===== config.mk =====
export PLATFORM = sky130hd
export DESIGN_NAME = time_down_cnt
export DESIGN_NICKNAME = d
export VERILOG_FILES = /design/src/rtl/time_down_cnt.sv
export SDC_FILE = /design/constraint.sdc
export NUM_CORES = 1
export LEC_CHECK = 0
export ABC_AREA = 1
export BUFFER_PORTS_ARGS = -buffer_cell sky130_fd_sc_hd__buf_2
export CORE_UTILIZATION = 53
export DETAILED_ROUTE_END_ITERATION = 8
export PLACE_DENSITY = 0.75
export SLEW_MARGIN = 0
export SYNTH_ARGS = -nofsm -noshare
export SYNTH_HDL_FRONTEND = slang
export SYNTH_SLANG_ARGS = --single-unit
export TNS_END_PERCENT = 20

===== constraint.sdc =====
create_clock -name CLK -period 4.1 [get_ports CLK]
set_input_delay 0.615 -clock CLK [delete_from_list [all_inputs] [get_ports CLK]]
set_output_delay 0.615 -clock CLK [all_outputs]
set_load 0.01 [all_outputs]

===== src/rtl/time_down_cnt.sv =====
// Track countdown timer: loads a duration in seconds and decrements once per prescaled second.
// State updates on the falling edge of CLK; the MIN/S split lags REMAIN_SEC by one cycle.
module time_down_cnt #(
   parameter int TICKS_PER_SEC = 1000000,
   parameter int SEC_W         = 16
) (
   input  logic             CLK,
   input  logic             RST,
   input  logic             LOAD,
   input  logic [SEC_W-1:0] LOAD_SEC,
   input  logic             START,
   input  logic             PAUSE,
   output logic [SEC_W-1:0] REMAIN_SEC,
   output logic [7:0]       REMAIN_MIN,
   output logic [5:0]       REMAIN_S,
   output logic             RUNNING,
   output logic             EXPIRED,
   output logic             DONE
);

   localparam int PW = (TICKS_PER_SEC > 1) ? $clog2(TICKS_PER_SEC) : 1;
   localparam logic [PW-1:0]    PRESC_LAST = PW'(TICKS_PER_SEC - 1);
   localparam logic [SEC_W-1:0] SIXTY      = SEC_W'(60);

   typedef enum logic [1:0] {
      IDLE   = 2'd0,
      RUN    = 2'd1,
      PAUSED = 2'd2,
      FIN    = 2'd3
   } state_t;

   state_t           state, state_n;
   logic [PW-1:0]    presc, presc_n;
   logic [SEC_W-1:0] remain_n;
   logic             expired_n;
   logic [SEC_W-1:0] min_full;

   always_comb begin
      state_n   = state;
      presc_n   = presc;
      remain_n  = REMAIN_SEC;
      expired_n = 1'b0;
      if (LOAD) begin
         state_n  = IDLE;
         presc_n  = '0;
         remain_n = LOAD_SEC;
      end else begin
         case (state)
            IDLE: begin
               if (START && (REMAIN_SEC != '0)) begin
                  state_n = RUN;
                  presc_n = '0;
               end
            end
            RUN: begin
               if (PAUSE) begin
                  state_n = PAUSED;
               end else if (presc == PRESC_LAST) begin
                  presc_n = '0;
                  // Guarded so the count can never wrap below zero.
                  if (REMAIN_SEC != '0) begin
                     remain_n = REMAIN_SEC - 1'b1;
                  end
                  if (REMAIN_SEC <= SEC_W'(1)) begin
                     state_n   = FIN;
                     expired_n = 1'b1;
                  end
               end else begin
                  presc_n = presc + 1'b1;
               end
            end
            PAUSED: begin
               if (START && !PAUSE) begin
                  state_n = RUN;
               end
            end
            FIN: begin
               remain_n = '0;
            end
            default: state_n = IDLE;
         endcase
      end
   end

   assign min_full = REMAIN_SEC / SIXTY;

   always_ff @(negedge CLK) begin
      if (RST) begin
         state      <= IDLE;
         presc      <= '0;
         REMAIN_SEC <= '0;
         REMAIN_MIN <= '0;
         REMAIN_S   <= '0;
         EXPIRED    <= 1'b0;
      end else begin
         state      <= state_n;
         presc      <= presc_n;
         REMAIN_SEC <= remain_n;
         EXPIRED    <= expired_n;
         REMAIN_MIN <= (min_full > SEC_W'(255)) ? 8'd255 : 8'(min_full);
         REMAIN_S   <= 6'(REMAIN_SEC % SIXTY);
      end
   end

   assign RUNNING = (state == RUN);
   assign DONE    = (state == FIN);

endmodule


==> results of run 1 <==
-- power groups by stage --
stage	clock [mW]	sequential, mW	combinational [mW]
after global routing	0.589	0.602	1.17
after CTS	0.534	0.596	0.958
after detailed placement	0.0801	0.602	0.845
after global placement	0.0801	0.601	0.825
final	0.515	0.598	1.08
after floorplan	0.0801	0.621	0.582
-- layout make-up --
type	count	area, µm²
Clock inverter	56	220.2
Tap cell	96	120.1
Fill cell	533	1516
Inverter	96	362.8
Sequential cell	53	1069
Clock buffer	5	68.82
Timing Repair Buffer	132	878.3
Multi-Input combinational cell	431	2671
-- logic make-up after synthesis --
kind of cell / after synthesis
AOI/OAI and AO/OA: 106
buffers and inverters: 108
xor gates and xnor gates: 6
DFF: 53
and+or+nand+nor: 315
adders and majority gates: 4
-- placed cells by master, fill, tap and decap left out, drive strengths merged, types with 4 or more instances in the layout --
cell      n
nor4      5
nor2     67
nor3     19
nand3    47
xor2      5
a21oi    31
ha        4
nand4    14
dfxtp    53
nand2   158
a31oi     9
clkbuf    5
o21bai    4
inv     149
buf     132
o21ai    52
-- cell usage after synthesis, types with 3 or more instances --
library cell  number  area [µm²]
nand3_4            4       70.07
nor4_1             5       31.28
nand3_2            4       40.04
nand2_1          129       484.2
ha_1               4       50.05
a31oi_1            9       56.30
a21oi_1           28       140.1
xor2_1             5       43.79
inv_1             89       334.1
nand2_2           18       112.6
a211oi_1           3       22.52
nor3_1            19       95.09
clkbuf_1           8       30.03
o21ai_2            3       26.28
nand3_1           39       195.2
nor2_4             6       67.56
dfxtp_1           53        1061
o21ai_0           35       175.2
inv_2              7       26.28
nor2_1            55       206.5
o21ai_1           13       65.06
nand4_1           13       81.33
nand2_4           11       123.9
nor2_2             6       37.54
-- stage by stage --
step           hold WS (ps)  utilization (%)  setup TNS [ps]  power [mW]  setup slack [ps]
2_1_floorplan         411.6                -          -460.0       1.283            -159.9
3_3_place_gp          426.0            67.19           -2006       1.507            -237.5
3_5_place_dp          434.2            67.19           -3827       1.527            -391.7
4_1_cts               439.4            75.16           -1339       2.088            -256.4
5_1_grt               469.6            78.04           -4166       2.360            -746.2
6_report              439.4            78.04           -2675       2.187            -502.7
-- metal layers --
metal | track usage, % | vias to the layer above | wire [µm]
met5 | 0 | - | 0
met4 | 12.97 | 0 | 153
met3 | 7.488 | 19 | 642
met2 | 51.42 | 123 | 5777
met1 | 32.79 | 2048 | 4771
li1 | - | 2281 | -
-- repair_timing --
action | in CTS | in global routing
resized for setup | 46 | 24
setup buffers | 13 | 13
endpoints found under the setup margin | 6 | 10
pin swaps | 42 | 32
-- state kept, by name, summed over array words and instances, names as in the netlist --
name / cells
presc: 20
EXPIRED: 1
state: 2
REMAIN_SEC: 16
REMAIN_MIN: 8
REMAIN_S: 6
-- worst min path at each step --
| stage | startpoint | endpoint | slack, ps |
|---|---|---|---|
| final | presc[5]$_SDFFE_NP0P_ | presc[5]$_SDFFE_NP0P_ | 440 |
| after detailed placement | presc[5]$_SDFFE_NP0P_ | presc[5]$_SDFFE_NP0P_ | 430 |
| after global placement | presc[5]$_SDFFE_NP0P_ | presc[5]$_SDFFE_NP0P_ | 430 |
| after CTS | presc[5]$_SDFFE_NP0P_ | presc[5]$_SDFFE_NP0P_ | 440 |
| after floorplan | presc[5]$_SDFFE_NP0P_ | presc[5]$_SDFFE_NP0P_ | 410 |
| after global routing | presc[5]$_SDFFE_NP0P_ | presc[5]$_SDFFE_NP0P_ | 470 |
==> results.yml, run 1 <==
logic_synthesis:
  yosys_warnings: 0
  synth-xor-area-share_pct: 1.556
  ys_async_sr_fraction_pct: 0
  synth.distinct_cells: 47
  synth_area_per_cell_um2: 6.518
  synth_cells: 592
  synthFlopType: "dfxtp_1"
  ys_seq_area_share_pct: 27.50
  yosys.area_share.simple_pct: 41.54
  synth-seq-cells: 53
  synthMuxAreaShare_pct: 0
  syn_nets: 617
  synth_fa_ha_area_share_pct: 1.297
  synth_compound_area_share_pct: 17.54
  synth_edf_count: 0
  syn-cell-area_um2: 3859
  synth_top_family_by_area: "simple AND/OR/NAND/NOR gates"
layout:
  stdcell_count: 869
  synthToLayoutAreaGrowth_pct: 39.69
  final_layout_size_suffix_gt1_share_pct: 34.28
  nets: 797
  fin_area_um2: 5390
  diodes: 0
clock_tree:
  cts_max_level: 2
  cts_root_buf: "clkbuf_8"
  numCtsBuffers: 5
  worstSkewPairLatency_ps: 390
  ctsHoldBuffers: 0
  cts_sinks: 53
  clkTransAtPathRegs_ps: 40
  cts_tree: "done"
  cts_buffer_depth: 2
critical_path:
  crit_buf_inv: 2
  startpoint: "REMAIN_SEC[13]$_SDFFE_NP0P_"
  worst_setup_path_end_kind: "flip-flop"
  worstPathRequired_ps: 6410
  crit_type: "flip-flop to flip-flop"
  reg2reg_depth: 41
  start_kind: "flip-flop"
  cp_common_cell: "nand2_4"
  ff2ff_setup_slack_ps: -500
  arrival_ps: 6910
  crit_cells: 41
  endpoint: "REMAIN_S[2]$_SDFF_NP0_"
  max_stage_delay_ps: 330
  reg2reg_to: "REMAIN_S[2]$_SDFF_NP0_"
  cp_max_fo: 6
  reg2reg_from: "REMAIN_SEC[13]$_SDFFE_NP0P_"
  crit_family: "simple AND/OR/NAND/NOR gates"
  slowest_stage: "dfxtp_2"
die:
  initial_utilization_pct: 55.87
  core-area_um2: 6907
  io_pins: 54
  die_w_um: 87.33
  die_y_um: 87.33
  die_area_um2: 7626
  std_cell_rows: 30
drt:
  avgRoutedWirePerCell_um: 13.05
  drtIter0Drc: 208
  final_antenna_net_count: 0
  wl_um: 11340
  drc: 0
  via_per_inst: 5.145
  vias: 4471
  drtPass1Iterations: 5
power_and_ir_drop:
  p_sw_share_pct: 45.44
  power.density_nw_per_um2: 405.8
  seqPwrFrac_pct: 27.3
  power_frac_clock_pct: 23.5
  p_sw_mw: 0.9939
  share_comb_of_total_power_pct: 49.1
  internal_power_mw: 1.194
  p_leak_nw: 2.827
  peakVddDrop_uv: 191.6
sta:
  max_slew_margin_pct: 71.88
  min_period_over_period_pct: 112.3
  worstMarginPinSlew_ps: 420.6
  clock.fmax_mhz: 217.3
  setup_viol: 6
  slew_violations: 0
  rsz0062_at_grt: "yes"
  clock_skew_ps: 25.98
  fin_crit_ps: 4603
  setup_ws_ps: -502.7
  hold_viol: 0
global_route:
  grt_pass1_wl_um: 17860
  grt_pass1_vias: 4296
  antenna_found_initial: 0
  grt-ovfl-total: 0
  grt_start_max_net_pins: 21
  grt_usage_pct: 29.10
placed_design:
  gp_congestion: 0.8680
  io_buffer_count: 53
  hpwl_um: 7634
  placedCellCount: 783
  place_area_um2: 4641
job:
  drv_cap: 0
status:
  violations: "setup timing"
  status: "finished with violations"
hold_path:
  min_path_cells: 1
  hold_path.class: "flip-flop to flip-flop"
Note: power is estimated with default switching activity, not from simulation.
==> inputs of run 2 (changes only) <==
--- a/config.mk
+++ b/config.mk
@@ -9,7 +9,7 @@
 export BUFFER_PORTS_ARGS = -buffer_cell sky130_fd_sc_hd__buf_2
 export CORE_UTILIZATION = 53
 export DETAILED_ROUTE_END_ITERATION = 8
-export PLACE_DENSITY = 0.75
+export PLACE_DENSITY = 0.79
 export SLEW_MARGIN = 0
 export SYNTH_ARGS = -nofsm -noshare
 export SYNTH_HDL_FRONTEND = slang
==> run 2 against run 1 <==
  * The run still ends with setup timing left
  * Die area unchanged
  * Cell count decreased by 0.23%
  * Via count increased by 3.6%
  * Clock-buffer cell count unchanged
  * Utilization increased by 1.2 points
  * Sequential share of layout area decreased by 0.18 points
  * Hold slack improved by 2.7 ps
  * Register-to-register slack got worse by 60 ps
  * Global-route usage increased by 0.46 points
  * Cell area increased by 1.5%
  * Sequential power about the same
  * Largest cell class unchanged
==> results.yml, run 2 (synthesized netlist as in run 1, its figures left out) <==
global_route:
  grt_usage_pct: 29.57
  grt_start_max_net_pins: 21
  antenna_found_initial: 0
  grt-ovfl-total: 0
  grt_pass1_wl_um: 18080
  grt_pass1_vias: 4348
layout:
  largestRegisters: "presc (20), REMAIN_SEC (16), REMAIN_MIN (8)"
  synthToLayoutAreaGrowth_pct: 41.83
  regArea_um2: 1075
  nets: 795
  largest_register_ff_count: 20
  mostFrequentLayoutCells: "inv_1 (136), nand2_1 (99), buf_4 (74)"
  multi_input_area_um2: 2771
  layout_commonest_cell: "inv_1"
  fin_area_um2: 5473
  fillCellCount: 491
  final_layout_size_suffix_gt1_share_pct: 36.32
  top_register: "presc"
  diodes: 0
placed_design:
  hpwl_um: 7508
  gp_congestion: 0.8927
  place_area_um2: 4611
  io_buffer_count: 53
sta:
  clock_skew_ps: 28.35
  clock.fmax_mhz: 214.7
  holdWs_ps: 442.1
  setup_ws_ps: -558.6
  max_slew_margin_pct: 72.11
  fin_crit_ps: 4659
  slew_violations: 0
  hold_viol: 0
  rsz0062_at_grt: "yes"
  setup_viol: 6
  worstMarginPinSlew_ps: 415.1
  min_period_over_period_pct: 113.6
clock_tree:
  cts_tree: "done"
  cts_sinks: 53
  numCtsBuffers: 5
  worstSkewPairLatency_ps: 390
  cts_max_level: 2
  cts_buffer_depth: 2
  clkTransAtPathRegs_ps: 40
  ctsHoldBuffers: 0
  cts_root_buf: "clkbuf_8"
power_and_ir_drop:
  peakVddDrop_uv: 219.4
  power.density_nw_per_um2: 411.5
  p_leak_nw: 2.851
drt:
  drc: 0
  via_per_inst: 5.341
  dr_wl_met2_um: 6058
  drtPass1Iterations: 5
  met1Wirelength_um: 4834
  final_antenna_net_count: 0
  wl_um: 11960
  wl_met3_um: 656
  drtIter0Drc: 225
  vias: 4631
  top_layer: "met4"
  avgRoutedWirePerCell_um: 13.79
critical_path:
  worstPathRequired_ps: 6410
  crit_type: "flip-flop to flip-flop"
  start_kind: "flip-flop"
  worst_setup_path_end_kind: "flip-flop"
  cp_common_cell: "nand2_4"
  arrival_ps: 6970
  max_stage_delay_ps: 330
  reg2reg_depth: 38
  cp_max_fo: 5
  slowest_stage: "dfxtp_2"
die:
  die_w_um: 87.33
  initial_utilization_pct: 55.87
  io_pins: 54
  die_area_um2: 7626
  die_y_um: 87.33
  std_cell_rows: 30
  core-area_um2: 6907
status:
  status: "finished with violations"
  violations: "setup timing"
hold_path:
  min_path_cells: 1
  hold_path.class: "flip-flop to flip-flop"
job:
  drv_cap: 0
-- run 2: layout make-up --
type | count | share of cell area (%)
clock buffers | 5 | 1.257
clock inverters | 56 | 4.024
inverters | 96 | 6.630
multi-input cells | 431 | 50.64
flip-flops and latches | 53 | 19.64
well taps | 96 | 2.195
repair buffers | 130 | 15.62
-- run 2: stage by stage --
step / cells / power (mW) / setup WS (ps) / utilization (%) / setup TNS, ps
finish: 867 / 2.252 / -558.6 / 79.24 / -3026
floorplan: 592 / 1.283 / -159.9 / - / -460.0
detailed placement: 779 / 1.508 / -338.4 / 66.76 / -3832
global placement: 779 / 1.486 / -192.4 / 66.76 / -2141
global route: 867 / 2.423 / -805.9 / 79.24 / -4663
CTS: 857 / 2.060 / -232.0 / 75.49 / -1014
-- run 2: power breakdown --
group / internal, mW / switching (mW)
registers: 0.564 / 0.0343
clock network: 0.188 / 0.332
logic: 0.452 / 0.681
-- run 2: timing repair --
item | in CTS | in global routing
setup buffers | 18 | 10
gates resized for setup | 52 | 50
pin swaps | 44 | 37
endpoints found under the setup margin | 6 | 8
-- run 2: critical path, delay by kind of cell (launching register included) --
kind                   cells  cell delay [ps]
buffers and inverters      4              470
AOI/OAI and AO/OA          7             1260
DFF                        1              330
and+or+nand+nor           27             2460
-- run 2: path summary, 6_finish.rpt --
path,to,slack [ps],startpoint
min,presc[5]$_SDFFE_NP0P_,440,presc[5]$_SDFFE_NP0P_
max reg2reg,REMAIN_S[3]$_SDFF_NP0_,-560,REMAIN_SEC[12]$_SDFFE_NP0P_
min reg2reg,presc[5]$_SDFFE_NP0P_,440,presc[5]$_SDFFE_NP0P_
max,REMAIN_S[3]$_SDFF_NP0_,-560,REMAIN_SEC[12]$_SDFFE_NP0P_
-- run 2: routing by layer --
layer,track usage [%],up-vias
met3,7.583,39
met2,52.91,170
met5,0,-
met1,32.64,2139
met4,13.56,0
li1,-,2283
==> inputs of run 3 (changes only) <==
--- a/config.mk
+++ b/config.mk
@@ -7,9 +7,11 @@
 export LEC_CHECK = 0
 export ABC_AREA = 1
 export BUFFER_PORTS_ARGS = -buffer_cell sky130_fd_sc_hd__buf_2
-export CORE_UTILIZATION = 53
+export CELL_PAD_IN_SITES_DETAIL_PLACEMENT = 0
+export CELL_PAD_IN_SITES_GLOBAL_PLACEMENT = 2
+export CORE_UTILIZATION = 28
 export DETAILED_ROUTE_END_ITERATION = 8
-export PLACE_DENSITY = 0.79
+export PLACE_DENSITY = 0.77
 export SLEW_MARGIN = 0
 export SYNTH_ARGS = -nofsm -noshare
 export SYNTH_HDL_FRONTEND = slang
==> run 3 against run 2 <==
  * The flow still finishes with violations (setup timing)
  * Register-to-register slack improved by 180 ps
  * Non-clock buffer count increased by 5
  * Total power is 7.2% higher
  * Clock-buffer cell count is the same
  * Hold slack got worse by 11 ps
  * Wire length fell by 2.2%
  * Highest routed layer unchanged
==> results.yml, run 3 (synthesized netlist as in run 1, its figures left out) <==
drt:
  dr_wl_met2_um: 5688
  wl_um: 11690
  met1Wirelength_um: 5387
  avgRoutedWirePerCell_um: 12.28
  drtPass1Iterations: 4
  drc: 0
  final_antenna_net_count: 0
  vias: 4351
  top_layer: "met4"
  via_per_inst: 4.570
  wl_met3_um: 394
  drtIter0Drc: 252
die:
  die_y_um: 119.4
  io_pins: 54
  core-area_um2: 13350
  std_cell_rows: 42
  initial_utilization_pct: 28.91
  die_w_um: 119.4
  die_area_um2: 14250
layout:
  synthToLayoutAreaGrowth_pct: 47.02
  top_register: "presc"
  largestRegisters: "presc (20), REMAIN_SEC (16), REMAIN_MIN (8)"
  fin_area_um2: 5673
  stdcell_count: 952
  largest_register_ff_count: 20
  final_layout_size_suffix_gt1_share_pct: 35.82
  nets: 800
  fillCellCount: 1459
  diodes: 0
  layout_commonest_cell: "inv_1"
  mostFrequentLayoutCells: "inv_1 (136), nand2_1 (100), buf_4 (78)"
  final_util_pct: 42.50
clock_tree:
  clkTransAtPathRegs_ps: 40
  worstSkewPairLatency_ps: 380
  cts_buffer_depth: 2
  cts_max_level: 2
  cts_sinks: 53
  cts_root_buf: "clkbuf_16"
  numCtsBuffers: 5
  cts_tree: "done"
placed_design:
  io_buffer_count: 53
  place_area_um2: 4863
  gp_congestion: 0.8112
  place_ws_ps: -356.5
  hpwl_um: 8691
  placedCellCount: 876
sta:
  setup_ws_ps: -377.1
  setup_viol: 6
  clock.fmax_mhz: 223.4
  min_period_over_period_pct: 109.2
  max_slew_margin_pct: 67.18
  clock_skew_ps: 13.18
  hold_viol: 0
  worstMarginPinSlew_ps: 491.8
  fin_crit_ps: 4477
  rsz0062_at_grt: "yes"
  slew_violations: 0
critical_path:
  crit_type: "flip-flop to flip-flop"
  worstPathRequired_ps: 6420
  reg2reg_to: "REMAIN_S[2]$_SDFF_NP0_"
  start_kind: "flip-flop"
  crit_buf_inv: 2
  arrival_ps: 6800
  worst_setup_path_end_kind: "flip-flop"
  slowest_stage: "dfxtp_4"
  cp_common_cell: "nand2_4"
  cp_max_fo: 6
  crit_family: "simple AND/OR/NAND/NOR gates"
  reg2reg_from: "REMAIN_SEC[11]$_SDFFE_NP0P_"
  max_stage_delay_ps: 370
  reg2reg_depth: 39
  ff2ff_setup_slack_ps: -380
global_route:
  antenna_found_initial: 0
  grt_start_max_net_pins: 21
  grt_usage_pct: 16.92
  grt-ovfl-total: 0
  grt_pass1_vias: 4271
  grt_pass1_wl_um: 19530
power_and_ir_drop:
  peakVddDrop_uv: 193.3
  p_leak_nw: 2.904
  power.density_nw_per_um2: 425.5
hold_path:
  hold_path.class: "flip-flop to flip-flop"
  min_from: "presc[5]$_SDFFE_NP0P_"
  hold_end: "presc[5]$_SDFFE_NP0P_"
  min_path_cells: 1
status:
  status: "finished with violations"
  violations: "setup timing"
job:
  drv_cap: 0
==> run 3: changes by cell type in the layout (fill, tap and decap cells not counted), sizes merged <==
cell    before  now
clkinv       3    1
inv        149  150
bufinv       0    1
buf        130  135
==> run 3: metal layers <==
layer / GRT usage, % / vias up
met5: 0 / -
met4: 7.344 / 0
met3: 4.789 / 21
met2: 27.69 / 72
met1: 20.60 / 1969
li1: - / 2289
==> run 3: worst max-delay path by stage <==
stage	start	end	slack (ps)	depth (start not counted)
final	REMAIN_SEC[11]$_SDFFE_NP0P_	REMAIN_S[2]$_SDFF_NP0_	-380	39
after CTS	REMAIN_SEC[12]$_SDFFE_NP0P_	REMAIN_S[4]$_SDFF_NP0_	-260	43
after global routing	REMAIN_SEC[14]$_SDFFE_NP0P_	REMAIN_S[2]$_SDFF_NP0_	-750	40
after global placement	REMAIN_SEC[14]$_SDFFE_NP0P_	REMAIN_S[2]$_SDFF_NP0_	-320	42
after detailed placement	REMAIN_SEC[14]$_SDFFE_NP0P_	REMAIN_S[2]$_SDFF_NP0_	-360	42
after floorplan	START	presc[19]$_SDFFE_NP0P_	-160	14
==> run 3: where the power goes <==
part	switching, mW	leakage (nW)	total [mW]	internal, mW
clock network	0.355	0.367	0.717	0.362
logic	0.634	2.10	1.10	0.461
registers	0.0358	0.437	0.601	0.565
total	1.03	2.90	2.41	1.39
==> run 3: final cells by class <==
class,instances,area [µm²],area share (%)
Clock buffer,5,125.1,2.206
Clock inverter,56,246.5,4.345
Inverter,96,365.4,6.440
Multi-Input combinational cell,431,2728,48.08
Sequential cell,53,1075,18.95
Tap cell,176,220.2,3.882
Timing Repair Buffer,135,913.4,16.10
==> run 3: through the flow <==
| step | setup TNS [ps] | power (mW) | hold slack, ps |
|---|---|---|---|
| after floorplan | -460.0 | 1.283 | 411.6 |
| after global placement | -5168 | 1.578 | 423.0 |
| after detailed placement | -5406 | 1.580 | 428.6 |
| after CTS | -1233 | 2.329 | 433.7 |
| after global routing | -4211 | 2.639 | 447.5 |
| final | -1918 | 2.414 | 430.8 |
==> run 3: timing repair <==
item,in CTS,in global routing
hold endpoints to repair,0,0
cloned,0,0
setup buffers,6,10
resized for setup,39,52
setup endpoints to repair,6,10
pin swaps,19,45
hold buffers,0,0
